--- config.mk ---
export PLATFORM = sky130hd
export DESIGN_NAME = ifetch_unit_flat
export DESIGN_NICKNAME = d
export VERILOG_FILES = /design/src/rtl/mips_pkg.sv /design/src/rtl/ifetch_unit_if.sv /design/src/rtl/ifetch_skid.sv /design/src/rtl/ifetch_unit.sv /design/src/flat_wrapper.sv
export SDC_FILE = /design/constraint.sdc
export NUM_CORES = 1
export LEC_CHECK = 0
export ABC_AREA = 1
export CORE_ASPECT_RATIO = 0.9
export CORE_UTILIZATION = 54
export DETAILED_ROUTE_END_ITERATION = 10
export GPL_TIMING_DRIVEN = 1
export PLACE_DENSITY = 0.8
export SETUP_SLACK_MARGIN = 0.2
export SYNTH_ARGS = -nofsm -noshare
export SYNTH_HDL_FRONTEND = slang
export SYNTH_SLANG_ARGS = --single-unit
--- constraint.sdc ---
create_clock -name clk -period 2.15 [get_ports clk]
set_clock_uncertainty 0.05 [all_clocks]
set_input_delay 0.645 -clock clk [delete_from_list [all_inputs] [get_ports clk]]
set_output_delay 0.645 -clock clk [all_outputs]
set_load 0.1 [all_outputs]
--- src/rtl/mips_pkg.sv ---
// Shared definitions for the MIPS front end: word geometry, reset PC
// and the fetch FSM state encoding.
package mips_pkg;

    localparam int WORD_W      = 32;
    localparam int INSTR_BYTES = 4;

    localparam logic [WORD_W-1:0] RESET_PC_DEFAULT = 32'h0000_0000;
    localparam logic [WORD_W-1:0] PC_STEP          = WORD_W'(INSTR_BYTES);

    typedef enum logic [1:0] {
        IDLE = 2'd0,
        REQ  = 2'd1,
        DROP = 2'd2
    } fetch_state_t;

    // Instruction addresses are always word aligned; the low bits are dropped.
    function automatic logic [WORD_W-1:0] word_align(input logic [WORD_W-1:0] addr);
        return {addr[WORD_W-1:2], 2'b00};
    endfunction

endpackage

--- src/rtl/ifetch_unit_if.sv ---
// Instruction-memory request/response bus between the fetch stage (master)
// and instruction memory (slave).
interface ifetch_unit_if;
    import mips_pkg::*;

    logic              req;
    logic [WORD_W-1:0] addr;
    logic              ready;
    logic [WORD_W-1:0] rdata;

    modport master (output req, output addr, input ready, input rdata);
    modport slave  (input req, input addr, output ready, output rdata);

endinterface

--- src/rtl/ifetch_skid.sv ---
// One-entry holding buffer for a fetched {pc, instr} pair that arrived
// while decode was stalled.
module ifetch_skid
    import mips_pkg::*;
(
    input  logic              clk,
    input  logic              rst_n,
    input  logic              push,
    input  logic              pop,
    input  logic              flush,
    input  logic [WORD_W-1:0] push_pc,
    input  logic [WORD_W-1:0] push_instr,
    output logic              valid,
    output logic [WORD_W-1:0] pc,
    output logic [WORD_W-1:0] instr
);

    // A push on the same edge as a pop replaces the entry.
    always_ff @(posedge clk or negedge rst_n) begin
        if (!rst_n) begin
            valid <= 1'b0;
            pc    <= '0;
            instr <= '0;
        end else if (flush) begin
            valid <= 1'b0;
        end else if (push) begin
            valid <= 1'b1;
            pc    <= push_pc;
            instr <= push_instr;
        end else if (pop) begin
            valid <= 1'b0;
        end
    end

endmodule

--- src/rtl/ifetch_unit.sv ---
// Instruction fetch stage: owns the PC, fetches words from instruction memory
// and presents them in IR with stall, skid buffering and redirect flush.
module ifetch_unit
    import mips_pkg::*;
#(
    parameter logic [WORD_W-1:0] RESET_PC = RESET_PC_DEFAULT
) (
    input  logic              clk,
    input  logic              rst_n,
    ifetch_unit_if.master     imem,
    input  logic              stall,
    input  logic              redirect,
    input  logic [WORD_W-1:0] redirect_pc,
    output logic [WORD_W-1:0] ir,
    output logic [WORD_W-1:0] ir_pc,
    output logic              ir_valid
);

    fetch_state_t      state, state_next;
    logic [WORD_W-1:0] pc, pc_next;
    logic [WORD_W-1:0] addr_q, addr_next;
    logic [WORD_W-1:0] target;

    logic accept, slot_free, live_word, load_from_mem;
    logic skid_push, skid_pop, skid_empty_next;

    logic              skid_valid;
    logic [WORD_W-1:0] skid_pc, skid_instr;

    assign imem.req  = (state != IDLE);
    assign imem.addr = addr_q;

    assign target    = word_align(redirect_pc);
    assign accept    = imem.req && imem.ready;
    assign slot_free = !ir_valid || !stall;

    // Only a response to a REQ-state fetch with no redirect is a live word;
    // a parked skid entry always reaches IR before a fresh memory word.
    assign live_word       = accept && (state == REQ) && !redirect;
    assign skid_pop        = !redirect && slot_free && skid_valid;
    assign load_from_mem   = live_word && slot_free && !skid_valid;
    assign skid_push       = live_word && !load_from_mem;
    assign skid_empty_next = redirect || (!skid_push && (!skid_valid || skid_pop));

    ifetch_skid u_skid (
        .clk        (clk),
        .rst_n      (rst_n),
        .push       (skid_push),
        .pop        (skid_pop),
        .flush      (redirect),
        .push_pc    (addr_q),
        .push_instr (imem.rdata),
        .valid      (skid_valid),
        .pc         (skid_pc),
        .instr      (skid_instr)
    );

    always_ff @(posedge clk or negedge rst_n) begin
        if (!rst_n) begin
            state  <= IDLE;
            pc     <= RESET_PC;
            addr_q <= '0;
        end else begin
            state  <= state_next;
            pc     <= pc_next;
            addr_q <= addr_next;
        end
    end

    // A request stays on the bus until accepted, even when it became stale.
    always_comb begin
        state_next = state;
        pc_next    = pc;
        addr_next  = addr_q;
        if (redirect) begin
            pc_next = target;
        end
        case (state)
            IDLE: begin
                if (redirect) begin
                    state_next = REQ;
                    addr_next  = target;
                end else if (skid_empty_next) begin
                    state_next = REQ;
                    addr_next  = pc;
                end
            end
            REQ: begin
                if (redirect) begin
                    if (accept) begin
                        addr_next = target;
                    end else begin
                        state_next = DROP;
                    end
                end else if (accept) begin
                    pc_next = pc + PC_STEP;
                    if (skid_empty_next) begin
                        addr_next = pc + PC_STEP;
                    end else begin
                        state_next = IDLE;
                    end
                end
            end
            DROP: begin
                if (accept) begin
                    state_next = REQ;
                    addr_next  = redirect ? target : pc;
                end
            end
            default: begin
                state_next = IDLE;
            end
        endcase
    end

    always_ff @(posedge clk or negedge rst_n) begin
        if (!rst_n) begin
            ir       <= '0;
            ir_pc    <= '0;
            ir_valid <= 1'b0;
        end else if (redirect) begin
            ir_valid <= 1'b0;
        end else if (skid_pop) begin
            ir       <= skid_instr;
            ir_pc    <= skid_pc;
            ir_valid <= 1'b1;
        end else if (load_from_mem) begin
            ir       <= imem.rdata;
            ir_pc    <= addr_q;
            ir_valid <= 1'b1;
        end else if (ir_valid && !stall) begin
            ir_valid <= 1'b0;
        end
    end

endmodule

--- src/flat_wrapper.sv ---
// flat-port wrapper written by rule: the top's interface ports become plain ports
module ifetch_unit_flat import mips_pkg::*;
#(
    parameter logic [WORD_W-1:0] RESET_PC = RESET_PC_DEFAULT
)
  (clk, rst_n, stall, redirect, redirect_pc, ir, ir_pc, ir_valid, imem_req, imem_addr, imem_ready, imem_rdata);
  ifetch_unit_if imem_i ();
  input  logic clk;
  input  logic rst_n;
  input  logic stall;
  input  logic redirect;
  input  logic [WORD_W-1:0] redirect_pc;
  output logic [WORD_W-1:0] ir;
  output logic [WORD_W-1:0] ir_pc;
  output logic ir_valid;
  output wire logic [$bits(imem_i.req)-1:0] imem_req;
  output wire logic [$bits(imem_i.addr)-1:0] imem_addr;
  input wire logic [$bits(imem_i.ready)-1:0] imem_ready;
  input wire logic [$bits(imem_i.rdata)-1:0] imem_rdata;
  assign imem_req = imem_i.req;
  assign imem_addr = imem_i.addr;
  assign imem_i.ready = imem_ready;
  assign imem_i.rdata = imem_rdata;
  ifetch_unit #(.RESET_PC(RESET_PC)) u_core (.clk(clk), .rst_n(rst_n), .imem(imem_i), .stall(stall), .redirect(redirect), .redirect_pc(redirect_pc), .ir(ir), .ir_pc(ir_pc), .ir_valid(ir_valid));
endmodule
==> results.tsv <==
metric	value	unit
status	complete, no violations	
Num CTS Buffers	17	
most frequent cells in the layout	nand2_1, dfrtp_1, o21ai_0	
Clk pin slew, worst setup/hold paths	0.07	ns
DRC viols	0	
Clock Path Buffers	2	
Final GP Congestion	0.966	
Hold Path Class	input port to async pin	
Fmax	480	MHz
fin crit period	2.08	ns
Final Max Tran Viols	0	
Slew HR	61.7	%
Setup Crit Path Kind	flop to output pin	
Startpoint Class	flop	
CTS tree	done	
Setup Viol. Count Final	0	
largest net degree at the start of global routing	83	
R2R Path Start	u_core.pc[2]$_DFF_PN0_	
non-filler cells, final	1695	
Peak VDD IR	1.37	mV
CTS sink count	196	
fin area	13500	um^2
critical-path maximum fanout	2	
worst flop-to-flop path endpoint	u_core.imem.addr[10]$_DFFE_PN0P_	
Pleak	6.62	nW
die extent in y	130	um
H-tree depth	4	
post-detail-place hpwl	18.4	mm
drt total wl	26.1	mm
Tcrit/Tclk final	96.9	%
vias in the first global route	8689	
GRT Residual Overflow	0	
Vias/cell	5.33	
Die Width	144	um
Cell Rows	46	
core area	17700	um^2
initial antenna violation count	0	
Top Ports	167	
R2R cell count	10	
share of cells above drive strength 1	14.2	%
Cell Count Post-Placement	1656	
DR iter-0 viols	679	
Mean Syn Cell Area	7.63	um^2
Die ar.	18700	um^2
n_diodes	0	
# nets final	1512	
Post-DP Area	12800	um^2
Critical Path End Type	output pin	
ANT nets after route	0	
GRT Overall Usage	29.5	%
pwr/cell area	1800	nW/um^2
Core Util, Final	76.4	%
Syn Inst Count	1282	
dominant cell type by area after synthesis	dfrtp_1	
Max-cap violations	0	
most common cell after layout, fill and taps aside	nand2_1	
Yosys warnings	0	
worst slew pin tran	0.568	ns
Synthesized Nets	1352	
initial core utilization	55.4	%
Layout area overhead	38.1	%
FF+latch count, synth	196	
reg2reg setup slack	0.32	ns
Hold Vio Cnt, Final	0	
register area share after synthesis	50.1	%
Cell Area, Synth	9780	um^2
CTS root buffer	clkbuf_16	
critical path required time	1.45	ns
unrepaired setup endpoints after global routing	true	
drt pass-1 iters	5	
PortBufs	164	
clock latency on the worst-skew pair	0.44	ns
largest cells by area after synthesis	dfrtp_1, nand2_1, o21ai_0, inv_1, nor2_1	
WL/cell	15.4	um
post-synth top area share	50.1	%
DR vias	9034	
crit path DAT	1.39	ns
Netlist cell types	40	
first-pass GRT wire length	42.4	mm
==> per-layer routing <==
layer / wire length, um / GRT usage, % / up-vias
met2: 12700 / 49.4 / 347
met1: 11000 / 38.1 / 4227
met3: 1910 / 6.13 / 38
met5: 0 / 0 / -
li1: - / - / 4422
met4: 479 / 9.76 / 0
==> state kept, by name (all words and copies together), names as in the netlist <==
signal / cells
u_core.imem.addr: 32
u_core.ir: 32
u_core.ir_pc: 32
u_core.pc: 32
u_core.u_skid.instr: 32
u_core.u_skid.pc: 32
u_core.state: 2
u_core.ir_valid: 1
u_core.u_skid.valid: 1
==> cell type report <==
cell class / count / area [um^2]
sequential: 196 / 4910
multi-input combinational: 890 / 4060
clock buffer: 18 / 439
fill: 1254 / 4160
inverter: 129 / 493
tap: 240 / 300
timing repair buffer: 208 / 3150
clock inverter: 14 / 163
==> synthesized netlist by cell type (all sizes together) <==
cell type,n
nand2,410
o21ai,242
dfrtp,196
inv,127
nor2,108
nand3,43
a21oi,40
buf,40
clkbuf,27
a31oi,17
nand4,5
xnor2,5
xor2,5
clkinv,2
o211ai,2
o21bai,2
o22a,2
o22ai,2
a21o,1
ha,1
nand3b,1
nor3,1
o21a,1
o221ai,1
o311ai,1
==> metrics by stage <==
step | setup WS (ns) | TNS [ns] | hold WS [ns] | total power [mW]
global route | 0.0486 | 0 | 0.0611 | 25.4
global placement | -0.144 | -10.21 | 0.393 | 20.6
finish | 0.0673 | 0 | 0.0686 | 24.3
CTS | 0.0878 | 0 | 0.0669 | 24.3
detailed placement | -0.183 | -15.45 | 0.398 | 20.9
floorplan | 0.221 | 0 | 0.299 | 15.3
==> critical path: stages (launching register included) <==
cell	delay (ns)
dfrtp_2	0.43
nor2_4	0.15
clkinvlp_4	0.17
buf_12	0.20
==> worst max path at each step <==
stage          slack (ns)                   startpoint  cells after the start                                to
6_report             0.07  u_core.state[0]$_DFFE_PN0P_                      3                          imem_req
5_1_grt              0.05  u_core.state[0]$_DFFE_PN0P_                      3                          imem_req
2_1_floorplan        0.22  u_core.state[0]$_DFFE_PN0P_                      7  u_core.imem.addr[22]$_DFFE_PN0P_
3_3_place_gp        -0.14                   imem_ready                      9  u_core.imem.addr[25]$_DFFE_PN0P_
4_1_cts              0.09  u_core.state[1]$_DFFE_PN0P_                      3                          imem_req
3_5_place_dp        -0.18                   imem_ready                      9  u_core.imem.addr[21]$_DFFE_PN0P_
==> kinds of logic (layout without fill, tap and decap cells) <==
kind of cell	count (synthesis)	after routing	share of synthesized area [%]
and+or+nand+nor	568	568	23.3
AOI/OAI and AO/OA	311	311	16.8
DFF	196	196	50.1
buffers and inverters	196	369	8.75
xor gates and xnor gates	10	10	0.895
adders and majority gates	1	1	0.128
==> power breakdown <==
part           internal [mW]  switching, mW
clock network           1.69           1.55
registers               5.19           1.51
logic                   4.98           9.35
total                   11.9           12.4
==> repair_timing <==
| action | in CTS | in global routing |
|---|---|---|
| hold endpoints to repair | 0 | 0 |
| gates resized for setup | 2 | 6 |
| setup endpoints to repair | 1 | 14 |
| hold buffers | 0 | 0 |
| buffers inserted | 4 | 3 |
| pin swaps | 1 | 2 |
No activity file was read; power rests on OpenSTA's default activity.
